--- src/rtl/mbr_sector_gen.sv ---
// MBR sector generator: streams the 512-byte master boot record (one FAT32 partition entry
// plus 0x55AA signature) followed by its SD data-block CRC16, one byte per shifter request.
module mbr_sector_gen #(
   parameter logic [7:0] PARTTYPE = 8'h0B,
   parameter logic [7:0] BOOTIND  = 8'h00
) (
   input  logic        clk,
   input  logic        reset,
   input  logic        start,
   input  logic [31:0] FAT32SA,
   input  logic [31:0] PARTSIZE,
   input  logic        sbreq,
   output logic [7:0]  DATASO,
   output logic [15:0] PTDATAPNTR,
   output logic        bytevalid,
   output logic        busy,
   output logic        done
);

   typedef enum logic [1:0] {IDLE, SEND, CRC_HI, CRC_LO} state_t;

   state_t      state, state_nx;
   logic [31:0] sa_q, sa_nx, size_q, size_nx;
   logic [15:0] crc_q, crc_nx, crc_step;
   logic [15:0] ptr_nx, ptr_inc;
   logic [7:0]  data_nx;
   logic        valid_nx, busy_nx, done_nx;

   // CRC16-CCITT (0x1021), MSB first, eight bit-steps unrolled.
   function automatic logic [15:0] crc16_byte(input logic [15:0] crc, input logic [7:0] d);
      logic [15:0] c;
      c = crc;
      for (int i = 7; i >= 0; i--) begin
         if (c[15] ^ d[i]) c = {c[14:0], 1'b0} ^ 16'h1021;
         else              c = {c[14:0], 1'b0};
      end
      return c;
   endfunction

   // Sector image: everything outside the first partition entry and the signature is zero.
   function automatic logic [7:0] byte_at(input logic [8:0] idx, input logic [31:0] sa,
                                          input logic [31:0] size);
      case (idx)
         9'h1BE:                 byte_at = BOOTIND;
         9'h1BF, 9'h1C3:         byte_at = 8'hFE;
         9'h1C0, 9'h1C1,
         9'h1C4, 9'h1C5:         byte_at = 8'hFF;
         9'h1C2:                 byte_at = PARTTYPE;
         9'h1C6:                 byte_at = sa[7:0];
         9'h1C7:                 byte_at = sa[15:8];
         9'h1C8:                 byte_at = sa[23:16];
         9'h1C9:                 byte_at = sa[31:24];
         9'h1CA:                 byte_at = size[7:0];
         9'h1CB:                 byte_at = size[15:8];
         9'h1CC:                 byte_at = size[23:16];
         9'h1CD:                 byte_at = size[31:24];
         9'h1FE:                 byte_at = 8'h55;
         9'h1FF:                 byte_at = 8'hAA;
         default:                byte_at = 8'h00;
      endcase
   endfunction

   assign crc_step = crc16_byte(crc_q, DATASO);
   assign ptr_inc  = PTDATAPNTR + 16'd1;

   // NOTE: every signal written here gets a default first so no path leaves it unassigned (no latches).
   always_comb begin
      state_nx = state;
      sa_nx    = sa_q;
      size_nx  = size_q;
      crc_nx   = crc_q;
      ptr_nx   = PTDATAPNTR;
      data_nx  = DATASO;
      valid_nx = bytevalid;
      busy_nx  = busy;
      done_nx  = 1'b0;
      case (state)
         IDLE: begin
            if (start) begin
               sa_nx    = FAT32SA;
               size_nx  = PARTSIZE;
               crc_nx   = 16'h0000;
               ptr_nx   = 16'd0;
               data_nx  = byte_at(9'd0, FAT32SA, PARTSIZE);
               valid_nx = 1'b1;
               busy_nx  = 1'b1;
               state_nx = SEND;
            end
         end
         SEND: begin
            if (sbreq) begin
               crc_nx = crc_step;
               if (PTDATAPNTR == 16'd511) begin
                  ptr_nx   = 16'd512;
                  data_nx  = crc_step[15:8];
                  state_nx = CRC_HI;
               end else begin
                  ptr_nx  = ptr_inc;
                  data_nx = byte_at(ptr_inc[8:0], sa_q, size_q);
               end
            end
         end
         CRC_HI: begin
            if (sbreq) begin
               ptr_nx   = 16'd513;
               data_nx  = crc_q[7:0];
               state_nx = CRC_LO;
            end
         end
         CRC_LO: begin
            if (sbreq) begin
               ptr_nx   = 16'd0;
               data_nx  = 8'h00;
               valid_nx = 1'b0;
               busy_nx  = 1'b0;
               done_nx  = 1'b1;
               state_nx = IDLE;
            end
         end
         default: state_nx = IDLE;
      endcase
   end

   // NOTE: state uses non-blocking assignments so every register samples pre-edge values together.
   always_ff @(negedge clk or posedge reset) begin
      if (reset) begin
         state      <= IDLE;
         sa_q       <= '0;
         size_q     <= '0;
         crc_q      <= '0;
         PTDATAPNTR <= '0;
         DATASO     <= '0;
         bytevalid  <= 1'b0;
         busy       <= 1'b0;
         done       <= 1'b0;
      end else begin
         state      <= state_nx;
         sa_q       <= sa_nx;
         size_q     <= size_nx;
         crc_q      <= crc_nx;
         PTDATAPNTR <= ptr_nx;
         DATASO     <= data_nx;
         bytevalid  <= valid_nx;
         busy       <= busy_nx;
         done       <= done_nx;
      end
   end

endmodule
--- config.mk ---
export PLATFORM = sky130hd
export DESIGN_NAME = mbr_sector_gen
export DESIGN_NICKNAME = d
export VERILOG_FILES = /design/src/rtl/mbr_sector_gen.sv
export SDC_FILE = /design/constraint.sdc
export NUM_CORES = 1
export LEC_CHECK = 0
export ABC_AREA = 1
export CORE_ASPECT_RATIO = 1.4
export CORE_MARGIN = 3
export CORE_UTILIZATION = 47
export CTS_CLUSTER_SIZE = 40
export DETAILED_ROUTE_END_ITERATION = 6
export MAX_ROUTING_LAYER = met4
export PLACE_DENSITY = 0.72
export SYNTH_ARGS = -nofsm -noshare
export SYNTH_HDL_FRONTEND = slang
export SYNTH_SLANG_ARGS = --single-unit
--- constraint.sdc ---
create_clock -name clk -period 3.6 [get_ports clk]
set_input_delay 0.54 -clock clk [delete_from_list [all_inputs] [get_ports clk]]
set_output_delay 0.54 -clock clk [all_outputs]
set_load 0.005 [all_outputs]
==> summary.txt, run 1 <==
clk buf depth -> 2
RD Place Congestion -> 0.905
fin nets -> 846
Distinct cells, synth -> 33
initial antenna violation count -> 0
Synth top area share -> 46.3%
vias per cell -> 5.56
grt total ovfl -> 0
Worst Path Arrival -> 2.88 ns
DP Worst Slack -> -0.436 ns
YS warnings -> 0
largest net degree at the start of global routing -> 62
clk sinks -> 108
CTS tree -> built
antenna viol nets, final -> 0
post-route setup TNS -> 0 ns
# port buffers -> 94
Static Leak -> 3.87 nW
initial core utilization -> 48.7%
Iteration-0 DRC Markers -> 267
via count -> 5,115
final hold slack -> 0.455 ns
Final Skew -> 0.0101 ns
most common flop cell mapped by yosys -> dfrtn_1
Worst-path clk slew -> 0.05 ns
syn nets -> 713
worst hold path depth -> 1
Reg2Reg Setup Slack -> 0.64 ns
DIE AREA -> 13,800 um2
Hold WC Path Type -> reg2reg
Mapped Avg Cell Area -> 9.20 um2
RSZ-0062 raised after global routing -> no
status -> completed
commonest cells in the synthesized netlist -> nand2_1, dfrtn_1, nand4_1
endpoint class of the critical path -> primary output
crit start category -> flip-flop
Ant. Diodes -> 0
reg2reg path depth -> 14
Syn-to-layout area delta -> 29.8%
TritonCTS Buffers -> 9
Post-Syn Instances -> 635
crit-path max FO -> 2
CP cell instances -> buf_4 > dlygate4sd2_1
DRC violations left -> 0
CTS H-tree lvls -> 3
FF-to-FF End -> DATASO[5]
post-synthesis async set-or-reset flop share -> 100%
core area -> 12,000 um2
Slew Viols, Final -> 0
vias in the first global route -> 5,185
post-layout util -> 63.2%
die width -> 100 um
detailed placement HPWL -> 11,600 um
wirelength, routed -> 15,500 um
top cells by area, synth -> dfrtn_1, mux2_2, nand4_1
Worst path max stage delay -> 0.41 ns
CP required -> 3.06 ns
iteration count of the initial detailed-routing pass -> 5
Power per Cell Area -> 354 nW/um2
final hold vios -> 0
RR Startpoint -> PTDATAPNTR[0]
I/O pin count -> 95
sequential fraction of the synthesis area -> 46.3%
Row Count -> 47
global-route wire length before repair -> 25,400 um
worst min-delay path endpoint -> sa_q[21]
Synth area leader -> dfrtn_1
Worst VDD drop -> 0.000209 V
Chip Height -> 138 um
count leader, synth -> nand2_1
Least-Margin Pin Slew -> 0.661 ns
clk_lat worst skew -> 0.36 ns
Cell Area, Synth -> 5840 um2
clock root buffer master -> clkbuf_16
critical path class -> reg2out
Slew HR -> 55.7%
final worst slack -> 0.176 ns
wire length per cell -> 16.8 um
hold_sp -> sa_q[21]
Critical-path top delay cell -> dfrtn_1
Max Cap Viol -> 0
Post-synth EDFFs -> 0
post-synthesis register bit count -> 108
final setup violation count -> 0
layout cell share with drive strength beyond 1 -> 20.3%
cts hold-fix bufs -> 0
GR Util All Layers -> 24.0%
cells in the final DEF (no fill, tap or decap), drive strengths merged:
cell           count
ha                10
a21oi              4
o22ai             11
nor2              63
buf               51
nor3b              3
dlymetal6s2s       1
clkbuf            10
clkdlybuf4s50     65
nand4             70
dlygate4sd2       28
mux2              64
inv               55
clkinv             6
dfrtn            108
xnor2             15
xor2              13
nor4b              1
o21ai             30
nand2            117
o211ai             4
nand3             32
nor4               3
nor3               4
a221oi             1
o2bb2ai            3
clkinvlp           1
worst max-delay path: cells and delay by family, from the launching register on:
family	cells	cell delay, ns
flip-flops	1	0.41
buffers and inverters	2	0.33
how the worst max path moves through the flow:
| stage | start | to | slack (ns) | cells past startpoint |
|---|---|---|---|---|
| 2_1_floorplan | start | PTDATAPNTR[15] | 0.007 | 9 |
| 3_5_place_dp | start | PTDATAPNTR[14] | -0.44 | 9 |
| 6_report | busy | busy | 0.18 | 2 |
| 3_3_place_gp | start | PTDATAPNTR[15] | -0.35 | 10 |
| 5_1_grt | sbreq | PTDATAPNTR[11] | 0.12 | 10 |
| 4_1_cts | start | PTDATAPNTR[15] | 0.002 | 10 |
registers in the layout, indices dropped and copies added, names as in the netlist:
| name | count |
|---|---|
| state | 2 |
| crc_q | 16 |
| sa_q | 32 |
| busy | 1 |
| size_q | 32 |
| PTDATAPNTR | 16 |
| DATASO | 8 |
| done | 1 |
cell type report:
| cell class | count | area (um2) |
|---|---|---|
| well taps | 147 | 184 |
| multi-input cells | 448 | 2840 |
| clock buffers | 10 | 229 |
| fillers | 1042 | 4420 |
| clock inverters | 6 | 48.8 |
| repair buffers | 145 | 1350 |
| inverters | 56 | 219 |
| flip-flops and latches | 108 | 2700 |
layer usage:
| layer | track usage [%] | wire length [um] |
|---|---|---|
| met3 | 2.97 | 682 |
| met2 | 43.7 | 8500 |
| met5 | - | 0 |
| met4 | 8.46 | 371 |
| met1 | 27.0 | 5940 |
kinds of logic after synthesis:
| logic type | after synthesis | share of synthesized area, % |
|---|---|---|
| AND/OR/NAND/NOR | 293 | 24.1 |
| adder cells (fa/ha/maj) | 10 | 2.14 |
| AO/OA/AOI/OAI | 53 | 5.29 |
| XOR/XNOR | 28 | 4.20 |
| multiplexers | 64 | 12.3 |
| flip-flops | 108 | 46.3 |
| buffers and inverters | 79 | 5.61 |
power breakdown:
group	leakage (nW)	switching [mW]	total (mW)	internal [mW]
logic	2.23	0.290	0.493	0.203
clock network	0.137	0.454	0.930	0.476
registers	1.50	0.0142	1.26	1.25
total	3.87	0.759	2.68	1.92
metrics by stage:
stage / instances / total power [mW] / cell area [um2]
final: 920 / 2.68 / 7580
after global routing: 920 / 2.81 / 7580
after CTS: 918 / 2.71 / 7560
after detailed placement: 880 / 1.77 / 7120
after global placement: 880 / 1.76 / 7120
after floorplan: 635 / 1.52 / 5850
what timing repair did:
| action | in CTS | in global routing |
|---|---|---|
| resized for setup | 35 | 6 |
| setup endpoints to repair | 33 | 20 |
| buffers inserted | 22 | 2 |
| endpoints found under the hold margin | 0 | 0 |
| pin swaps | 4 | 3 |
No activity file was read; power rests on OpenSTA's default activity.
==> inputs of run 2 (changes only) <==
--- a/config.mk
+++ b/config.mk
@@ -12,7 +12,8 @@
 export CTS_CLUSTER_SIZE = 40
 export DETAILED_ROUTE_END_ITERATION = 6
 export MAX_ROUTING_LAYER = met4
-export PLACE_DENSITY = 0.72
+export PLACE_DENSITY_LB_ADDON = 0.25
+export SETUP_SLACK_MARGIN = 0.5
 export SYNTH_ARGS = -nofsm -noshare
 export SYNTH_HDL_FRONTEND = slang
 export SYNTH_SLANG_ARGS = --single-unit
==> run 2 against run 1 <==
  * First-iteration DRC count decreased by 17%
  * Largest power group unchanged
  * Clock power increased by 4.0%
  * Clock skew decreased by 0.0040 ns
  * Critical path type is now in2reg
  * Critical path depth increased by 10
==> summary.txt, run 2 (synthesized netlist as in run 1, its figures left out) <==
detailed placement HPWL -> 11,900 um (+2.8%)
most frequent cells in the layout -> dfrtn_1, nand2_1, nand4_1
antenna viol nets, final -> 0 (unchanged)
post-layout instance area -> 8130 um2 (+7.2%)
via count -> 5,226 (+2.2%)
clock root buffer master -> clkbuf_16
FF-to-FF End -> DATASO[0]
vias in the first global route -> 5,322 (+2.6%)
core area -> 12,000 um2 (unchanged)
PnR Total Power -> 2.76 mW (+2.7%)
Worst VDD drop -> 0.000208 V (-0.53%)
I/O pin count -> 95 (unchanged)
crit-path max FO -> 9 (+7)
Reg2Reg Setup Slack -> 0.60 ns (-0.04 ns)
worst hold path depth -> 1 (unchanged)
wire length per cell -> 17.8 um (+5.8%)
vias per cell -> 5.59 (+0.53%)
endpoint class of the critical path -> flip-flop
Iteration-0 DRC Markers -> 221 (-17%)
Max Cap Viol -> 0 (unchanged)
Chip Height -> 138 um (unchanged)
Slew Viols, Final -> 0 (unchanged)
largest net degree at the start of global routing -> 55 (-11%)
# port buffers -> 94 (unchanged)
wirelength, routed -> 16,700 um (+7.5%)
Static Leak -> 4.18 nW (+8.0%)
RR Startpoint -> PTDATAPNTR[0]
Syn-to-layout area delta -> 39.1%
critical path class -> in2reg
Row Count -> 47 (unchanged)
fin nets -> 862 (+1.9%)
global-route wire length before repair -> 26,800 um (+5.2%)
iteration count of the initial detailed-routing pass -> 7 (+2)
initial antenna violation count -> 0 (unchanged)
layout cell share with drive strength beyond 1 -> 29.2% (+8.9 points)
hold_sp -> size_q[24]
reg2reg path depth -> 14 (unchanged)
clk buf depth -> 2 (unchanged)
Final Skew -> 0.00610 ns (-0.00400 ns)
die width -> 100 um (unchanged)
final hold vios -> 0 (unchanged)
Least-Margin Pin Slew -> 0.715 ns (+0.0535 ns)
CP required -> 2.16 ns (-0.90 ns)
status -> completed
Worst-path clk slew -> 0.05 ns (about the same)
final setup violation count -> 0 (unchanged)
Ant. Diodes -> 0 (unchanged)
CTS tree -> built
clk sinks -> 108 (unchanged)
GR Util All Layers -> 25.3% (+1.3 points)
grt total ovfl -> 0 (unchanged)
most common cell after layout, fill and taps aside -> dfrtn_1
crit start category -> input port
Hold WC Path Type -> reg2reg
RSZ-0062 raised after global routing -> yes
cts hold-fix bufs -> 0 (unchanged)
DIE AREA -> 13,800 um2 (unchanged)
Worst Path Arrival -> 1.95 ns (-0.93 ns)
TritonCTS Buffers -> 9 (unchanged)
initial core utilization -> 48.7% (unchanged)
placed cell area -> 7510 um2 (+5.5%)
RD Place Congestion -> 0.932 (+3.0%)
Power per Cell Area -> 339 nW/um2 (-4.2%)
worst min-delay path endpoint -> size_q[24]
clk_lat worst skew -> 0.35 ns (about the same)
top flop regs -> sa_q (32), size_q (32)
CTS H-tree lvls -> 3 (unchanged)
Slew HR -> 52.2% (-3.5 points)
DRC violations left -> 0 (unchanged)
## run 2: cell types whose count changed in the layout (fill, tap and decap cells not counted), moves of 11 or more
cell and delta:
dlygate4sd2_1 -28, o21ai_0 -11, nand2_1 -11, mux2_4 +49, mux2_2 -49, buf_2 +26
## run 2: worst max-delay path by stage
stage	end	startpoint	slack (ns)	cells past startpoint
after global placement	PTDATAPNTR[15]	sbreq	-0.52	10
after CTS	PTDATAPNTR[12]	start	0.27	11
final	PTDATAPNTR[0]	start	0.21	12
after global routing	DATASO[4]	start	0.11	16
after floorplan	DATASO[0]	reset	0.06	1
after detailed placement	PTDATAPNTR[12]	sbreq	-0.57	10
## run 2: layout make-up
cell class              instances  area (um2)
fillers                       953        3870
clock buffers                  10         239
flip-flops and latches        108        2700
inverters                      56         250
multi-input cells             448        3200
clock inverters                 5        42.5
well taps                     147         184
repair buffers                161        1510
## run 2: per-stage QoR
| stage | cells | hold WS, ns | util (%) | setup WS (ns) | setup TNS [ns] |
|---|---|---|---|---|---|
| floorplan | 635 | 0.440 | - | 0.0598 | 0 |
| global placement | 885 | 0.454 | 62.6 | -0.517 | -35.27 |
| detailed placement | 885 | 0.455 | 62.6 | -0.570 | -36.11 |
| CTS | 925 | 0.460 | 66.6 | 0.271 | 0 |
| global route | 935 | 0.475 | 67.7 | 0.109 | 0 |
| finish | 935 | 0.458 | 67.7 | 0.206 | 0 |
## run 2: per-layer routing
metal	vias to the layer above	share of wire, %	track usage, %
li1	2489	-	-
met1	2541	39	28.7
met2	155	54	45.7
met3	41	4.0	2.37
met4	0	3.0	10.3
met5	-	0	-
## run 2: timing repair
action                     4_1_cts  5_1_grt
cloned                           2        0
gates resized for setup        139       23
pin swaps                       16       18
setup endpoints to repair      134      122
buffers inserted                23       10
## run 2: report_power, final
group	leakage (nW)	switching (mW)	internal [mW]
clock	0.142	0.470	0.497
sequential	1.50	0.0191	1.25
combinational	2.54	0.300	0.224
total	4.18	0.790	1.97
## run 2: critical path, cell delays in order
cell	delay, ns
buf_6	0.07
buf_8	0.12
inv_16	0.03
nand2_8	0.06
nand2_8	0.05
nor2_4	0.13
inv_4	0.07
buf_6	0.12
buf_12	0.12
nor2_4	0.20
nand3_4	0.19
o211ai_1	0.25
==> inputs of run 3 (changes only) <==
--- a/config.mk
+++ b/config.mk
@@ -8,7 +8,7 @@
 export ABC_AREA = 1
 export CORE_ASPECT_RATIO = 1.4
 export CORE_MARGIN = 3
-export CORE_UTILIZATION = 47
+export CORE_UTILIZATION = 54
 export CTS_CLUSTER_SIZE = 40
 export DETAILED_ROUTE_END_ITERATION = 6
 export MAX_ROUTING_LAYER = met4
==> run 3 against run 2 <==
  * Critical path depth fell by 4
  * Sequential power hardly changed
  * Die area down 12%
  * Via count increased by 14%
  * Sequential share of layout area is 2.9 points lower
  * Global-route usage rose by 9.7 points
  * Non-clock buffer count is 30 higher
  * Worst hold slack gained 0.0080 ns
  * Utilization increased by 17 points
  * First-iteration DRC count rose to 2.7 times the previous value
  * Clock skew decreased by 0.0013 ns
  * Flip-flop and latch count unchanged
  * Critical path type unchanged
  * Largest cell class unchanged
==> summary.txt, run 3 (synthesized netlist as in run 1, its figures left out) <==
Slew HR -> 37.4% (-15 points)
crit start category -> input port
Max Cap Viol -> 0 (unchanged)
clk sinks -> 108 (unchanged)
I/O pin count -> 95 (unchanged)
initial antenna violation count -> 0 (unchanged)
vias per cell -> 6.22 (+11%)
antenna viol nets, final -> 0 (unchanged)
most common cell after layout, fill and taps aside -> dfrtn_1
largest net degree at the start of global routing -> 32 (-42%)
Static Leak -> 4.53 nW (+8.3%)
wire length per cell -> 22.4 um (+26%)
dpl cells -> 881 (-0.45%)
Chip Height -> 129 um (-6.4%)
fin nets -> 895 (+3.8%)
Ant. Diodes -> 0 (unchanged)
CP cell instances -> buf_6 > buf_8 > buf_4 > buf_8 > nand2_8 > buf_12 > buf_8 > mux2_4
Finished Layout Cells -> 960 (+2.7%)
iteration count of the initial detailed-routing pass -> 6 (-1)
endpoint class of the critical path -> flip-flop
clk_lat worst skew -> 0.36 ns (about the same)
CP dominant cell by count -> buf_8
RSZ-0062 raised after global routing -> yes
clock root buffer master -> clkbuf_16
CTS tree -> built
initial core utilization -> 55.8% (+7.1 points)
final hold vios -> 0 (unchanged)
final setup violation count -> 0 (unchanged)
Row Count -> 44 (-6.4%)
most frequent cells in the layout -> dfrtn_1, nand2_1, nand4_1
CTS H-tree lvls -> 3 (unchanged)
Slew Viols, Final -> 0 (unchanged)
Worst-path clk slew -> 0.05 ns (about the same)
status -> completed
critical path class -> in2reg
Final Skew -> 0.00478 ns (-0.00132 ns)
Worst VDD drop -> 0.000271 V (+30%)
via count -> 5,967 (+14%)
TritonCTS Buffers -> 9 (unchanged)
crit-path max FO -> 6 (-3)
vias in the first global route -> 6,124 (+15%)
top flop regs -> sa_q (32), size_q (32)
global-route wire length before repair -> 31,500 um (+18%)
Worst path max stage delay -> 0.32 ns (+0.07 ns)
detailed placement HPWL -> 12,500 um (+4.8%)
post-route setup TNS -> 0 ns (unchanged)
Power per Cell Area -> 335 nW/um2 (-1.4%)
Least-Margin Pin Slew -> 0.935 ns (+0.220 ns)
Syn-to-layout area delta -> 52.2%
# port buffers -> 94 (unchanged)
Iteration-0 DRC Markers -> 607 (+170%)
Fill cells -> 539 (-43%)
wirelength, routed -> 21,500 um (+29%)
DRC violations left -> 0 (unchanged)
layout cell share with drive strength beyond 1 -> 33.5% (+4.3 points)
Critical-path top delay cell -> mux2_4
CP required -> 2.00 ns (-0.16 ns)
DIE AREA -> 12,100 um2 (-12%)
core area -> 10,500 um2 (-13%)
Hold WC Path Type -> reg2reg
die width -> 93.9 um (-6.3%)
clk buf depth -> 2 (unchanged)
Worst Path Arrival -> 1.75 ns (-0.20 ns)
RD Place Congestion -> 0.946 (+1.5%)
grt total ovfl -> 0 (unchanged)
GR Util All Layers -> 35.1% (+9.7 points)
run 3: area by class of cell:
class	instances	area, um2	area share [%]
well taps	138	173	1.94
flip-flops and latches	108	2700	30.4
multi-input cells	451	3450	38.9
clock inverters	6	93.8	1.06
inverters	56	250	2.82
repair buffers	191	1990	22.3
clock buffers	10	229	2.58
run 3: path summary, 6_finish.rpt:
check                              start    endpoint  slack, ns  cells past startpoint
max in group asynchronous          reset    sa_q[25]       0.86                      3
max reg2reg                PTDATAPNTR[0]   DATASO[5]       0.46                     14
min reg2reg                    size_q[6]   size_q[6]       0.47                      1
max                                start     sa_q[4]       0.24                      8
min in group asynchronous          reset  size_q[23]       2.22                      2
min                            size_q[6]   size_q[6]       0.47                      1
run 3: critical path, delay by kind of cell:
family	cells	cell delay, ns
mux	1	0.32
buf+inv	6	0.75
simple gates	1	0.14
run 3: power breakdown:
group	total (mW)	switching, mW	internal (mW)
clock network	1.11	0.490	0.620
logic	0.599	0.346	0.253
registers	1.26	0.0192	1.25
total	2.97	0.855	2.12
run 3: what timing repair did:
action | CTS | global route
endpoints found under the setup margin | 134 | 133
hold buffers | 0 | 0
pin swaps | 30 | 18
gates resized for setup | 189 | 48
gates cloned | 10 | 2
setup buffers | 37 | 14
run 3: per-layer routing:
layer,vias up,track usage (%),part of all wire (%)
met4,0,19.2,6.5
met3,147,5.81,7.2
li1,2550,-,-
met2,418,61.7,53
met5,-,-,0
met1,2852,37.1,34
run 3: per-stage QoR:
| step | total power, mW | area [um2] | hold slack [ns] | setup slack (ns) | utilization, % |
|---|---|---|---|---|---|
| 2_1_floorplan | 1.53 | 6320 | 0.440 | 0.0598 | - |
| 3_3_place_gp | 1.78 | 7540 | 0.455 | -0.501 | 72.1 |
| 3_5_place_dp | 1.80 | 7540 | 0.456 | -0.557 | 72.1 |
| 4_1_cts | 2.91 | 8580 | 0.463 | 0.292 | 82.0 |
| 5_1_grt | 3.07 | 8890 | 0.474 | 0.202 | 85.0 |
| 6_report | 2.97 | 8890 | 0.466 | 0.244 | 85.0 |
